### config.mk
export PLATFORM = sky130hd
export DESIGN_NAME = rst_tick_seq
export DESIGN_NICKNAME = d
export VERILOG_FILES = /design/src/rtl/rst_tick_seq_pkg.sv /design/src/rtl/rst_tick_seq_tick_div.sv /design/src/rtl/rst_tick_seq.sv
export SDC_FILE = /design/constraint.sdc
export NUM_CORES = 1
export LEC_CHECK = 0
export BUFFER_PORTS_ARGS = -buffer_cell sky130_fd_sc_hd__buf_2
export CORE_MARGIN = 2
export CORE_UTILIZATION = 32
export DETAILED_ROUTE_END_ITERATION = 6
export HOLD_SLACK_MARGIN = 0.03
export PLACE_DENSITY_LB_ADDON = 0.3
export RECOVER_POWER = 25
export SLEW_MARGIN = 10
export SYNTH_ARGS = -nofsm -noshare
export SYNTH_HDL_FRONTEND = slang
export SYNTH_SLANG_ARGS = --single-unit
### constraint.sdc
create_clock -name ref_clk -period 1.5 [get_ports ref_clk]
set_input_delay 0.3 -clock ref_clk [delete_from_list [all_inputs] [get_ports ref_clk]]
set_output_delay 0.3 -clock ref_clk [all_outputs]
set_load 0.02 [all_outputs]
### src/rtl/rst_tick_seq_pkg.sv
// rst_tick_seq_pkg -- shared state encoding, default parameter values and a
// small helper used to size the sequencer's shared cycle counter.
package rst_tick_seq_pkg;

  // Sequencer states. Every state except ST_RUN reports seq_busy.
  typedef enum logic [1:0] {
    ST_HOLD    = 2'd0,
    ST_RELEASE = 2'd1,
    ST_RUN     = 2'd2,
    ST_SWRST   = 2'd3
  } seq_state_e;

  // Default parameter values for rst_tick_seq.
  localparam int DEF_NUM_CH      = 4;
  localparam int DEF_HOLD_CYCLES = 5;
  localparam int DEF_STAGGER     = 16;
  localparam int DEF_DIV_W       = 16;

  // Larger of two integers, used at elaboration time only.
  function automatic int max_int(input int a, input int b);
    return (a > b) ? a : b;
  endfunction

endpackage

### src/rtl/rst_tick_seq_tick_div.sv
// tick_div -- one per-channel clock-enable divider.
// While clr is high the counter and tick are held at zero. Once clr drops,
// tick pulses on the edge that completes each period of div+1 cycles, so the
// first pulse lands div cycles after the first edge with clr low, and div=0
// yields a tick on every cycle. The divide value is captured at the first
// edge of every period (the release edge and the edge after each wrap), so a
// change in the middle of a period only affects the following period.
module tick_div
  import rst_tick_seq_pkg::*;
#(
  parameter int DIV_W = DEF_DIV_W
) (
  input  logic             ref_clk,
  input  logic             clr,
  input  logic [DIV_W-1:0] div,
  output logic             tick
);

  logic [DIV_W-1:0] r_cnt;
  logic [DIV_W-1:0] r_div_q;
  logic             r_tick;
  logic [DIV_W-1:0] w_div_cur;

  // Period length in force: fresh sample at period start, held value otherwise.
  always_comb begin
    w_div_cur = r_div_q;
    if (r_cnt == '0) begin
      w_div_cur = div;
    end
  end

  // Count within the period; wrap and pulse when the count reaches the divide value.
  always_ff @(posedge ref_clk) begin
    if (clr) begin
      r_cnt   <= '0;
      r_div_q <= '0;
      r_tick  <= 1'b0;
    end else begin
      r_div_q <= w_div_cur;
      if (r_cnt == w_div_cur) begin
        r_cnt  <= '0;
        r_tick <= 1'b1;
      end else begin
        r_cnt  <= r_cnt + DIV_W'(1);
        r_tick <= 1'b0;
      end
    end
  end

  assign tick = r_tick;

endmodule

### src/rtl/rst_tick_seq.sv
// rst_tick_seq -- staggered multi-channel reset sequencer with optional
// per-channel tick generators.
//
// After rst drops, all channel resets stay asserted for HOLD_CYCLES cycles,
// then channel 0 is released, followed by each higher channel STAGGER cycles
// apart. One cycle after the last release the sequencer enters RUN and raises
// ready. In RUN a single-cycle sw_rst_req re-asserts every channel reset,
// holds it for HOLD_CYCLES cycles and replays the staggered release.
//
// Build option: define RST_TICK_SEQ_TICK_EN to instantiate one tick_div per
// channel. Without it, tick is tied low, div_val is ignored and no divider
// hardware exists; the reset sequencing is identical in both builds.
//
// o_dbg_state exposes the current sequencer state for observation.
module rst_tick_seq
  import rst_tick_seq_pkg::*;
#(
  parameter int NUM_CH      = DEF_NUM_CH,
  parameter int HOLD_CYCLES = DEF_HOLD_CYCLES,
  parameter int STAGGER     = DEF_STAGGER,
  parameter int DIV_W       = DEF_DIV_W
) (
  input  logic                    ref_clk,
  input  logic                    rst,
  input  logic                    sw_rst_req,
  input  logic [NUM_CH*DIV_W-1:0] div_val,
  output logic [NUM_CH-1:0]       rst_out,
  output logic [NUM_CH-1:0]       tick,
  output logic                    ready,
  output logic                    seq_busy,
  output seq_state_e              o_dbg_state
);

  // The shared counter must reach HOLD_CYCLES (hold state) and STAGGER-1.
  localparam int CNT_W = $clog2(max_int(HOLD_CYCLES, STAGGER) + 1);

  // Reset vector right after the first release: every channel but 0 held.
  localparam logic [NUM_CH-1:0] FIRST_REL = ~NUM_CH'(1);

  seq_state_e        r_state;
  seq_state_e        w_state_nxt;
  logic [CNT_W-1:0]  r_cnt;
  logic [CNT_W-1:0]  w_cnt_nxt;
  logic [NUM_CH-1:0] r_rst_out;
  logic [NUM_CH-1:0] w_rst_out_nxt;

  // Handshake note: sw_rst_req is a plain single-cycle request with no ready
  // or acknowledge; it is acted on only when sampled high while in RUN and is
  // silently dropped in every other state. rst overrides everything.

  // Next-state, next-count and next reset vector for the sequencer.
  always_comb begin
    w_state_nxt   = r_state;
    w_cnt_nxt     = r_cnt;
    w_rst_out_nxt = r_rst_out;
    case (r_state)
      // The counter already holds the number of rst=0 edges seen, including
      // the first one, so the release happens when it equals HOLD_CYCLES.
      ST_HOLD: begin
        w_rst_out_nxt = '1;
        if (r_cnt == CNT_W'(HOLD_CYCLES)) begin
          w_state_nxt   = ST_RELEASE;
          w_cnt_nxt     = '0;
          w_rst_out_nxt = FIRST_REL;
        end else begin
          w_cnt_nxt = r_cnt + CNT_W'(1);
        end
      end
      // Channels release in ascending order, so shifting the vector left
      // releases exactly the next channel. An all-zero vector means the
      // last channel went down on the previous edge.
      ST_RELEASE: begin
        if (r_rst_out == '0) begin
          w_state_nxt = ST_RUN;
          w_cnt_nxt   = '0;
        end else if (r_cnt == CNT_W'(STAGGER - 1)) begin
          w_cnt_nxt     = '0;
          w_rst_out_nxt = r_rst_out << 1;
        end else begin
          w_cnt_nxt = r_cnt + CNT_W'(1);
        end
      end
      ST_RUN: begin
        if (sw_rst_req) begin
          w_state_nxt   = ST_SWRST;
          w_cnt_nxt     = '0;
          w_rst_out_nxt = '1;
        end
      end
      // Entered on the request edge with the count at zero, so the release
      // edge is the one where the count has reached HOLD_CYCLES-1.
      ST_SWRST: begin
        w_rst_out_nxt = '1;
        if (r_cnt == CNT_W'(HOLD_CYCLES - 1)) begin
          w_state_nxt   = ST_RELEASE;
          w_cnt_nxt     = '0;
          w_rst_out_nxt = FIRST_REL;
        end else begin
          w_cnt_nxt = r_cnt + CNT_W'(1);
        end
      end
      default: begin
        w_state_nxt   = ST_HOLD;
        w_cnt_nxt     = '0;
        w_rst_out_nxt = '1;
      end
    endcase
  end

  // Sequencer registers; rst restarts the whole sequence from HOLD.
  always_ff @(posedge ref_clk) begin
    if (rst) begin
      r_state   <= ST_HOLD;
      r_cnt     <= '0;
      r_rst_out <= '1;
    end else begin
      r_state   <= w_state_nxt;
      r_cnt     <= w_cnt_nxt;
      r_rst_out <= w_rst_out_nxt;
    end
  end

  assign rst_out     = r_rst_out;
  assign ready       = (r_state == ST_RUN);
  assign seq_busy    = (r_state != ST_RUN);
  assign o_dbg_state = r_state;

`ifdef RST_TICK_SEQ_TICK_EN
  // Dividers are cleared from the reset value the channel will hold after
  // this edge, so a tick can never coincide with an asserted channel reset
  // and counting starts on the very edge a channel is released.
  logic [NUM_CH-1:0] w_clr;
  assign w_clr = w_rst_out_nxt | {NUM_CH{rst}};

  for (genvar gi = 0; gi < NUM_CH; gi++) begin : g_div
    tick_div #(
      .DIV_W (DIV_W)
    ) u_tick_div (
      .ref_clk (ref_clk),
      .clr     (w_clr[gi]),
      .div     (div_val[gi*DIV_W +: DIV_W]),
      .tick    (tick[gi])
    );
  end
`else
  // No dividers in this build: ticks are tied off and div_val is ignored.
  logic w_div_unused;
  assign w_div_unused = ^div_val;
  assign tick         = '0;
`endif

endmodule

Word-level counts from Yosys, hierarchy flattened --
Index checks and enable logic that the tools add are counted.
Storage, ports and cells: register bits 11, bits of input ports 67, output and inout port bits 12, word-level logic and storage cells 38
Cells by class: add/subtract/negate cells 1, equal/unequal tests 13, muxes and demuxes 17, reductions and logical operators 4
Operators with widths (count):
- 5-bit 2-to-1 mux | 5
- 5-bit case mux with 4 select lines | 1
- 4-bit case mux with 4 select lines | 1
- 2-bit != test (second input constant) | 7
- 4-bit 2-to-1 mux | 3
- 5-bit by 3-bit equality test with 1-bit output (second input constant) | 2
- 2-bit 2-to-1 mux | 4
- 2-bit case mux with 4 select lines | 1
- 5-bit by 1-bit adder with 5-bit output (second input constant) | 1
- 5-bit by 4-bit equality test with 1-bit output (second input constant) | 1
- 2-bit equality test (second input constant) | 2
- 4-bit logical NOT | 1
- 4-bit AND reduction | 1
- 3-bit AND reduction | 1
- 2-bit by 1-bit equality test with 1-bit output (second input constant) | 1
- 2-bit logical NOT | 1
- 1-bit 2-to-1 mux | 2

Depth between registers and ports, before layout --
Gate-level depths: netlist of the first run.
word-level depth 4, depth in mapped cells 8, gate-level depth less buffers 8

Least setup slack after synthesis of the first run --
No wires, ideal clock.
path type reg-to-reg, from register r_state[0] (netlist: o_dbg_state[0]), to register r_rst_out[0] (netlist: rst_out[0]), library setup time 127 ps, arrival 1818 ps, data required time 1373 ps, slack -445 ps, stages on the path, launching flop included 7, path buffers 0, clock period less this slack 1945 ps, path through dfxtp_1 inv_1 ha_1 and2b_1 a21oi_2 nor2b_1 or3_1
Between the ends: longest elaborated chain between the ends 3, elaborated cells between the ends (all ways) 9, those cells by class eq/ne (6); mux (1); reduce/logical (2)
Ends and longest elaborated chain:
- start: declaration | RTL line rst_tick_seq.sv:40 | seq_state_e r_state;
- start signal: assignment | RTL line rst_tick_seq.sv:117 | r_state <= w_state_nxt;
- 2-bit equality test (*)
- via ready | RTL line rst_tick_seq.sv:29 | output logic ready,
- 2-bit != test (no source line)
- 3-bit AND reduction (no source line)
- end signal: assignment | RTL line rst_tick_seq.sv:119 | r_rst_out <= w_rst_out_nxt;
- end: declaration | RTL line rst_tick_seq.sv:44 | logic [NUM_CH-1:0] r_rst_out;
The timed path passes the listed nets; every way through them passes the cells marked *. A chain may end at the register's enable or synchronous reset.

Worst setup path in the final report of the first run --
from register r_cnt[0], to register r_rst_out[0] (netlist: rst_out[0])
Between the ends: longest elaborated chain between the ends 3, elaborated cells between the ends (all ways) 8, those cells by class eq/ne (4); mux (3); reduce/logical (1)
Ends and longest elaborated chain:
- start: declaration | RTL line rst_tick_seq.sv:42 | logic [CNT_W-1:0] r_cnt;
- start signal: assignment | RTL line rst_tick_seq.sv:118 | r_cnt <= w_cnt_nxt;
- 5-bit by 3-bit equality test with 1-bit output, or another cell as far along | RTL line rst_tick_seq.sv:94 | if (r_cnt == CNT_W'(HOLD_CYCLES - 1)) begin
- 1-bit 2-to-1 mux, or another cell as far along | RTL line rst_tick_seq.sv:94
- 4-bit case mux with 4 select lines / 3-bit AND reduction (equally long branches)
Parallel ways exist; a longest one is shown, timed or not.

==> out/metrics.csv, run 1 <==
metric;value;unit
leakagePower;0.483;nW
grt_use_met1;17.3;%
fin_hold_ws;0.394;ns
clkPwrFrac;13.7;%
track_usage;13.9;%
reg2regPathDepth;6;
diodes;0;
startpoint_type;flop;
synth_cell_type_count;32;
cts_buffers;3;
detail-route-antenna-nets;0;
mostFrequentLayoutCells;23 x buf_4, 10 x nand2_1, 8 x nor2_1;
final-hold-violation-count;0;
regToRegStartpoint;r_cnt[0]$_SDFFE_PP0P_;
p_sw;0.624;mW
pwr-share-seq;32.9;%
place_congestion;0.739;
ys_warn_count;0;
port_buffers;10;
htree_levels;1;
drive_above_1_share;48.0;%
fp.dieW;53.8;um
cts.sinks;11;
rsz0062_at_grt;true;
dpl.cell_count;148;
p_total;1.55;mW
row_count;18;
die_h;53.8;um
critPathMaxFanout;3;
min_period_over_period;109;%
failed_checks;negative setup slack;
stdcell_count;157;
p_sw_share;40.2;%
antenna_found_initial;0;
via_per_inst;4.57;
crit_arrival;1.79;ns
cp-startpoint;r_cnt[0]$_SDFFE_PP0P_;
path_clk_slew;0.08;ns
utilization;48.3;%
final_common_cell;buf_4;
clockBufferDepth;2;
crit_path_end;rst_out[0]$_SDFFE_PP1P_;
hpwlAfterDp;1.32;mm
cts_tree;built;
r2r_setup_slack;-0.14;ns
fin_skew;0.00255;ns
routed_wl;1.74;mm
postSynthAreaPerCell;8.72;sq um
ir_drop;0.000668;V
grt_pass1_wl;2.85;mm
path_class;reg -> reg;
syn_area;793;sq um
fin_nets;206;
drtIter0Drc;11;
pwr-share-comb;53.4;%
die_area;2890;sq um
place_ws;-0.165;ns
routedWlPerCell;11.1;um
busiest_layer;met2;
syn_inst;91;
outcome;finished with violations;
worstSkewPairLatency;0.27;ns
cts-root-buf;clkbuf_4;
critPathRequiredTime;1.65;ns
clock.fmax;611;MHz
grt.overflow.total;0;
endpoint_kind;flop;
syn_to_final_growth;46.8;%
first_pass_iters;4;
ys_seq_area_share;27.8;%
setup_ws;-0.138;ns
finalInstanceArea;1160;sq um
drv_slew;0;
internal_power;0.928;mW
drc;0;
timing.rr.end;rst_out[0]$_SDFFE_PP1P_;
met3_usage;2.50;%
ys_ff_latch;11;
postCtsHoldBufs;0;
finalSetupTns;-0.594;ns
hold_path.class;in -> reg;
maxCapViolCount;0;
ios;79;
start_util;32.9;%
grt_pass1_vias;654;
grtUsageMet2;22.4;%
period_needed;1.64;ns
placed_area;1070;sq um
power_density;1330;nW/um^2
setup_violations;10;
grt_max_degree;12;
core;2410;sq um
num_vias;717;
[what timing repair did]
| action | in CTS | in global routing |
|---|---|---|
| resized for setup | 4 | 9 |
| pin swaps | 3 | 5 |
| endpoints found under the hold margin | 0 | 0 |
| endpoints found under the setup margin | 11 | 12 |
| buffers inserted | 2 | 3 |
[final cells by class]
cell class	instances	area, sq um
Sequential cell	11	239
Fill cell	230	1240
Multi-Input combinational cell	69	588
Inverter	9	36.3
Timing Repair Buffer	34	238
Tap cell	30	37.5
Clock buffer	4	26.3
[power groups by stage]
stage                     sequential [mW]  clock (mW)  combinational, mW
after global routing                0.524       0.245              0.925
after CTS                           0.500       0.222              0.784
final                               0.511       0.213              0.828
after floorplan                     0.560           0              0.416
after detailed placement            0.504           0              0.766
after global placement              0.494           0              0.759
[per-layer routing]
| metal | wire, um | vias up | share of wire, % |
|---|---|---|---|
| met1 | 862 | 317 | 49 |
| met3 | 77 | 4 | 4.4 |
| met2 | 766 | 20 | 44 |
| li1 | - | 376 | - |
| met5 | 0 | - | 0 |
| met4 | 35 | 0 | 2.0 |
[flip-flops by register name, summed over array words and instances, names as in the netlist]
signal,count
o_dbg_state,2
rst_out,4
r_cnt,5
[worst min path at each step]
| stage | to | startpoint | cells past startpoint | slack, ns |
|---|---|---|---|---|
| after detailed placement | o_dbg_state[1]$_SDFFE_PP0P_ | o_dbg_state[1]$_SDFFE_PP0P_ | 2 | 0.52 |
| after floorplan | r_cnt[1]$_SDFFE_PP0P_ | r_cnt[1]$_SDFFE_PP0P_ | 2 | 0.47 |
| after CTS | rst_out[1]$_SDFFE_PP1P_ | rst | 2 | 0.39 |
| after global routing | rst_out[1]$_SDFFE_PP1P_ | rst | 2 | 0.40 |
| final | rst_out[1]$_SDFFE_PP1P_ | rst | 2 | 0.39 |
| after global placement | o_dbg_state[1]$_SDFFE_PP0P_ | o_dbg_state[1]$_SDFFE_PP0P_ | 2 | 0.51 |
[cell families (layout without fill, tap and decap cells)]
logic type | Yosys count | count (layout) | share of synthesized area [%]
adders and majority gates | 11 | 11 | 17.3
other | 1 | 4 | 0.473
AOI/OAI and AO/OA | 15 | 15 | 17.5
and+or+nand+nor | 34 | 34 | 22.4
DFF | 11 | 11 | 27.8
muxes | 2 | 2 | 2.68
buffers and inverters | 14 | 47 | 8.52
xor gates and xnor gates | 3 | 3 | 3.31
[synthesized netlist by cell type]
cell / count / area, sq um
nor2_1: 9 / 33.8
a21oi_2: 1 / 8.76
nand2_1: 10 / 37.5
nor3_1: 1 / 5.00
o22ai_1: 1 / 6.26
inv_1: 9 / 33.8
o211ai_1: 1 / 7.51
o41ai_2: 3 / 48.8
a21oi_1: 2 / 10.0
o21ai_0: 1 / 5.00
a31oi_1: 1 / 6.26
and2_4: 1 / 8.76
dfxtp_1: 11 / 220
xor2_1: 2 / 17.5
xnor2_1: 1 / 8.76
nand4_1: 1 / 6.26
buf_4: 4 / 30.0
conb_1: 1 / 3.75
nor2b_1: 4 / 25.0
and2b_1: 1 / 7.51
ha_1: 11 / 138
mux2_1: 1 / 11.3
a32o_1: 1 / 10.0
o311a_1: 1 / 10.0
and4bb_2: 1 / 12.5
clkbuf_1: 1 / 3.75
nand2b_1: 3 / 18.8
nand3_1: 1 / 5.00
or3_1: 1 / 6.26
nand4bb_1: 1 / 11.3
mux2i_1: 1 / 10.0
a211o_1: 3 / 26.3
[critical path, cell delays in order, from the launching register on]
cell and delay, ns:
dfxtp_4 0.37, inv_2 0.06, ha_1 0.14, nand4bb_1 0.14
and2_4 0.20, o311a_1 0.28, or3_1 0.34
(Power assumes the default switching activity.)
==> run 2: changes to the inputs <==
--- a/config.mk
+++ b/config.mk
@@ -12,6 +12,7 @@
 export HOLD_SLACK_MARGIN = 0.03
 export PLACE_DENSITY_LB_ADDON = 0.3
 export RECOVER_POWER = 25
+export SETUP_SLACK_MARGIN = 0.2
 export SLEW_MARGIN = 10
 export SYNTH_ARGS = -nofsm -noshare
 export SYNTH_HDL_FRONTEND = slang
==> run 2 against run 1 <==
Net effect:
- the run still ends with negative setup slack left
- worst setup slack improved by 0.029 ns
- fmax rose by 1.8%
- cell area grew 7.5%
- clock-buffer cell count stayed put
- die area did not move
- sequential power fell by 1%
- non-clock buffer count up 5
- clock power hardly changed
- hold slack got worse by 0.00074 ns
- clock skew down 0.0014 ns
- utilization rose by 3.6 points
- combinational power rose by 7.7%
- largest cell class unchanged
- largest power group unchanged
==> out/metrics.csv, run 2 (same netlist as run 1, synthesis figures left out) <==
metric;value;unit
outcome;finished with violations;
failed_checks;negative setup slack;
setup_ws;-0.109;ns
final_common_cell;buf_4;
ios;79;
core;2410;sq um
path_class;reg -> reg;
via_per_inst;4.65;
r2r_setup_slack;-0.11;ns
timing.rr.end;rst_out[0]$_SDFFE_PP1P_;
port_buffers;10;
nFillCells;232;
syn_to_final_growth;57.9;%
worstSkewPairLatency;0.27;ns
register_area;239;sq um
critPathMaxFanout;4;
min-delay-start;rst;
drive_above_1_share;54.5;%
cts_tree;built;
crit_arrival;1.76;ns
first_pass_iters;4;
drc;0;
die_area;2890;sq um
finalInstanceArea;1250;sq um
fin_skew;0.00115;ns
drv_slew;0;
min_period_over_period;107;%
postCtsHoldBufs;0;
fin_nets;211;
largest_reg_flops;5;
htree_levels;1;
finalSetupTns;-0.273;ns
grt_pass1_vias;727;
clockBufferDepth;2;
routedWlPerCell;11.0;um
detail-route-antenna-nets;0;
hpwlAfterDp;1.36;mm
rsz0062_at_grt;true;
grt_max_degree;12;
cts.sinks;11;
place_congestion;0.751;
ir_drop;0.000658;V
die_h;53.8;um
clock.fmax;622;MHz
critPathRequiredTime;1.66;ns
utilization;52.0;%
path_clk_slew;0.07;ns
p_total;1.61;mW
endpoint_kind;flop;
multi_input_area;623;sq um
grt.overflow.total;0;
drtIter0Drc;12;
row_count;18;
antenna_found_initial;0;
routed_wl;1.78;mm
placed_area;1120;sq um
diodes;0;
regMostFlops;r_cnt;
setup_violations;6;
fp.dieW;53.8;um
cts_buffers;3;
leakagePower;0.522;nW
min_to;rst_out[1]$_SDFFE_PP1P_;
start_util;32.9;%
maxCapViolCount;0;
period_needed;1.61;ns
final-hold-violation-count;0;
startpoint_type;flop;
grt_pass1_wl;2.97;mm
track_usage;14.4;%
cts-root-buf;clkbuf_4;
hold_path.class;in -> reg;
reg2regPathDepth;6;
power_density;1280;nW/um^2
num_vias;753;
mostFrequentLayoutCells;26 x buf_4, 10 x nand2_1, 8 x nor2_1;
hold_path_depth;2;
regToRegStartpoint;r_cnt[0]$_SDFFE_PP0P_;
[run 2: changes by cell type in the layout (fill, tap and decap cells not counted), moves of 2 or more]
cell / before / now
ha_1: 7 / 4
ha_2: 1 / 3
buf_4: 23 / 26
buf_6: 2 / 5
[run 2: worst max path at each step]
| stage | start | to | depth (start not counted) |
|---|---|---|---|
| finish | r_cnt[0]$_SDFFE_PP0P_ | rst_out[0]$_SDFFE_PP1P_ | 6 |
| global route | r_cnt[1]$_SDFFE_PP0P_ | rst_out[0]$_SDFFE_PP1P_ | 8 |
| CTS | r_cnt[1]$_SDFFE_PP0P_ | rst_out[0]$_SDFFE_PP1P_ | 8 |
| detailed placement | r_cnt[0]$_SDFFE_PP0P_ | rst_out[0]$_SDFFE_PP1P_ | 6 |
| global placement | r_cnt[0]$_SDFFE_PP0P_ | rst_out[0]$_SDFFE_PP1P_ | 6 |
| floorplan | o_dbg_state[0]$_SDFFE_PP0P_ | rst_out[0]$_SDFFE_PP1P_ | 6 |
[run 2: timing repair]
action	4_1_cts	5_1_grt
buffers inserted	3	2
endpoints found under the setup margin	13	13
gates resized for setup	23	1
pin swaps	6	5
[run 2: area by class of cell]
type / instances / share of cell area [%]
clock buffer: 4 / 2.10
inverter: 9 / 2.90
multi-input combinational: 69 / 49.8
sequential: 11 / 19.1
tap: 30 / 3.00
timing repair buffer: 39 / 23.2
[run 2: stage by stage]
stage	hold WS, ns	setup WS, ns	instances
after floorplan	0.466	-0.0571	94
after global placement	0.584	-0.119	153
after detailed placement	0.603	-0.132	153
after CTS	0.385	-0.111	160
after global routing	0.400	-0.170	162
final	0.393	-0.109	162
[run 2: power breakdown]
| part | switching [mW] | internal [mW] |
|---|---|---|
| Clock | 0.107 | 0.103 |
| Sequential | 0.109 | 0.395 |
| Combinational | 0.423 | 0.469 |
[run 2: critical path, stage by stage (launching register included)]
cell       delay (ns)
dfxtp_4          0.37
inv_2            0.06
ha_1             0.14
nand4bb_1        0.13
and2_4           0.18
o311a_1          0.28
or3_1            0.33
[run 2: layer usage]
layer | routed length (um) | global-route usage, %
met5 | 0 | 0
met4 | 45 | 7.69
met3 | 78 | 2.78
met2 | 821 | 23.6
met1 | 831 | 17.6
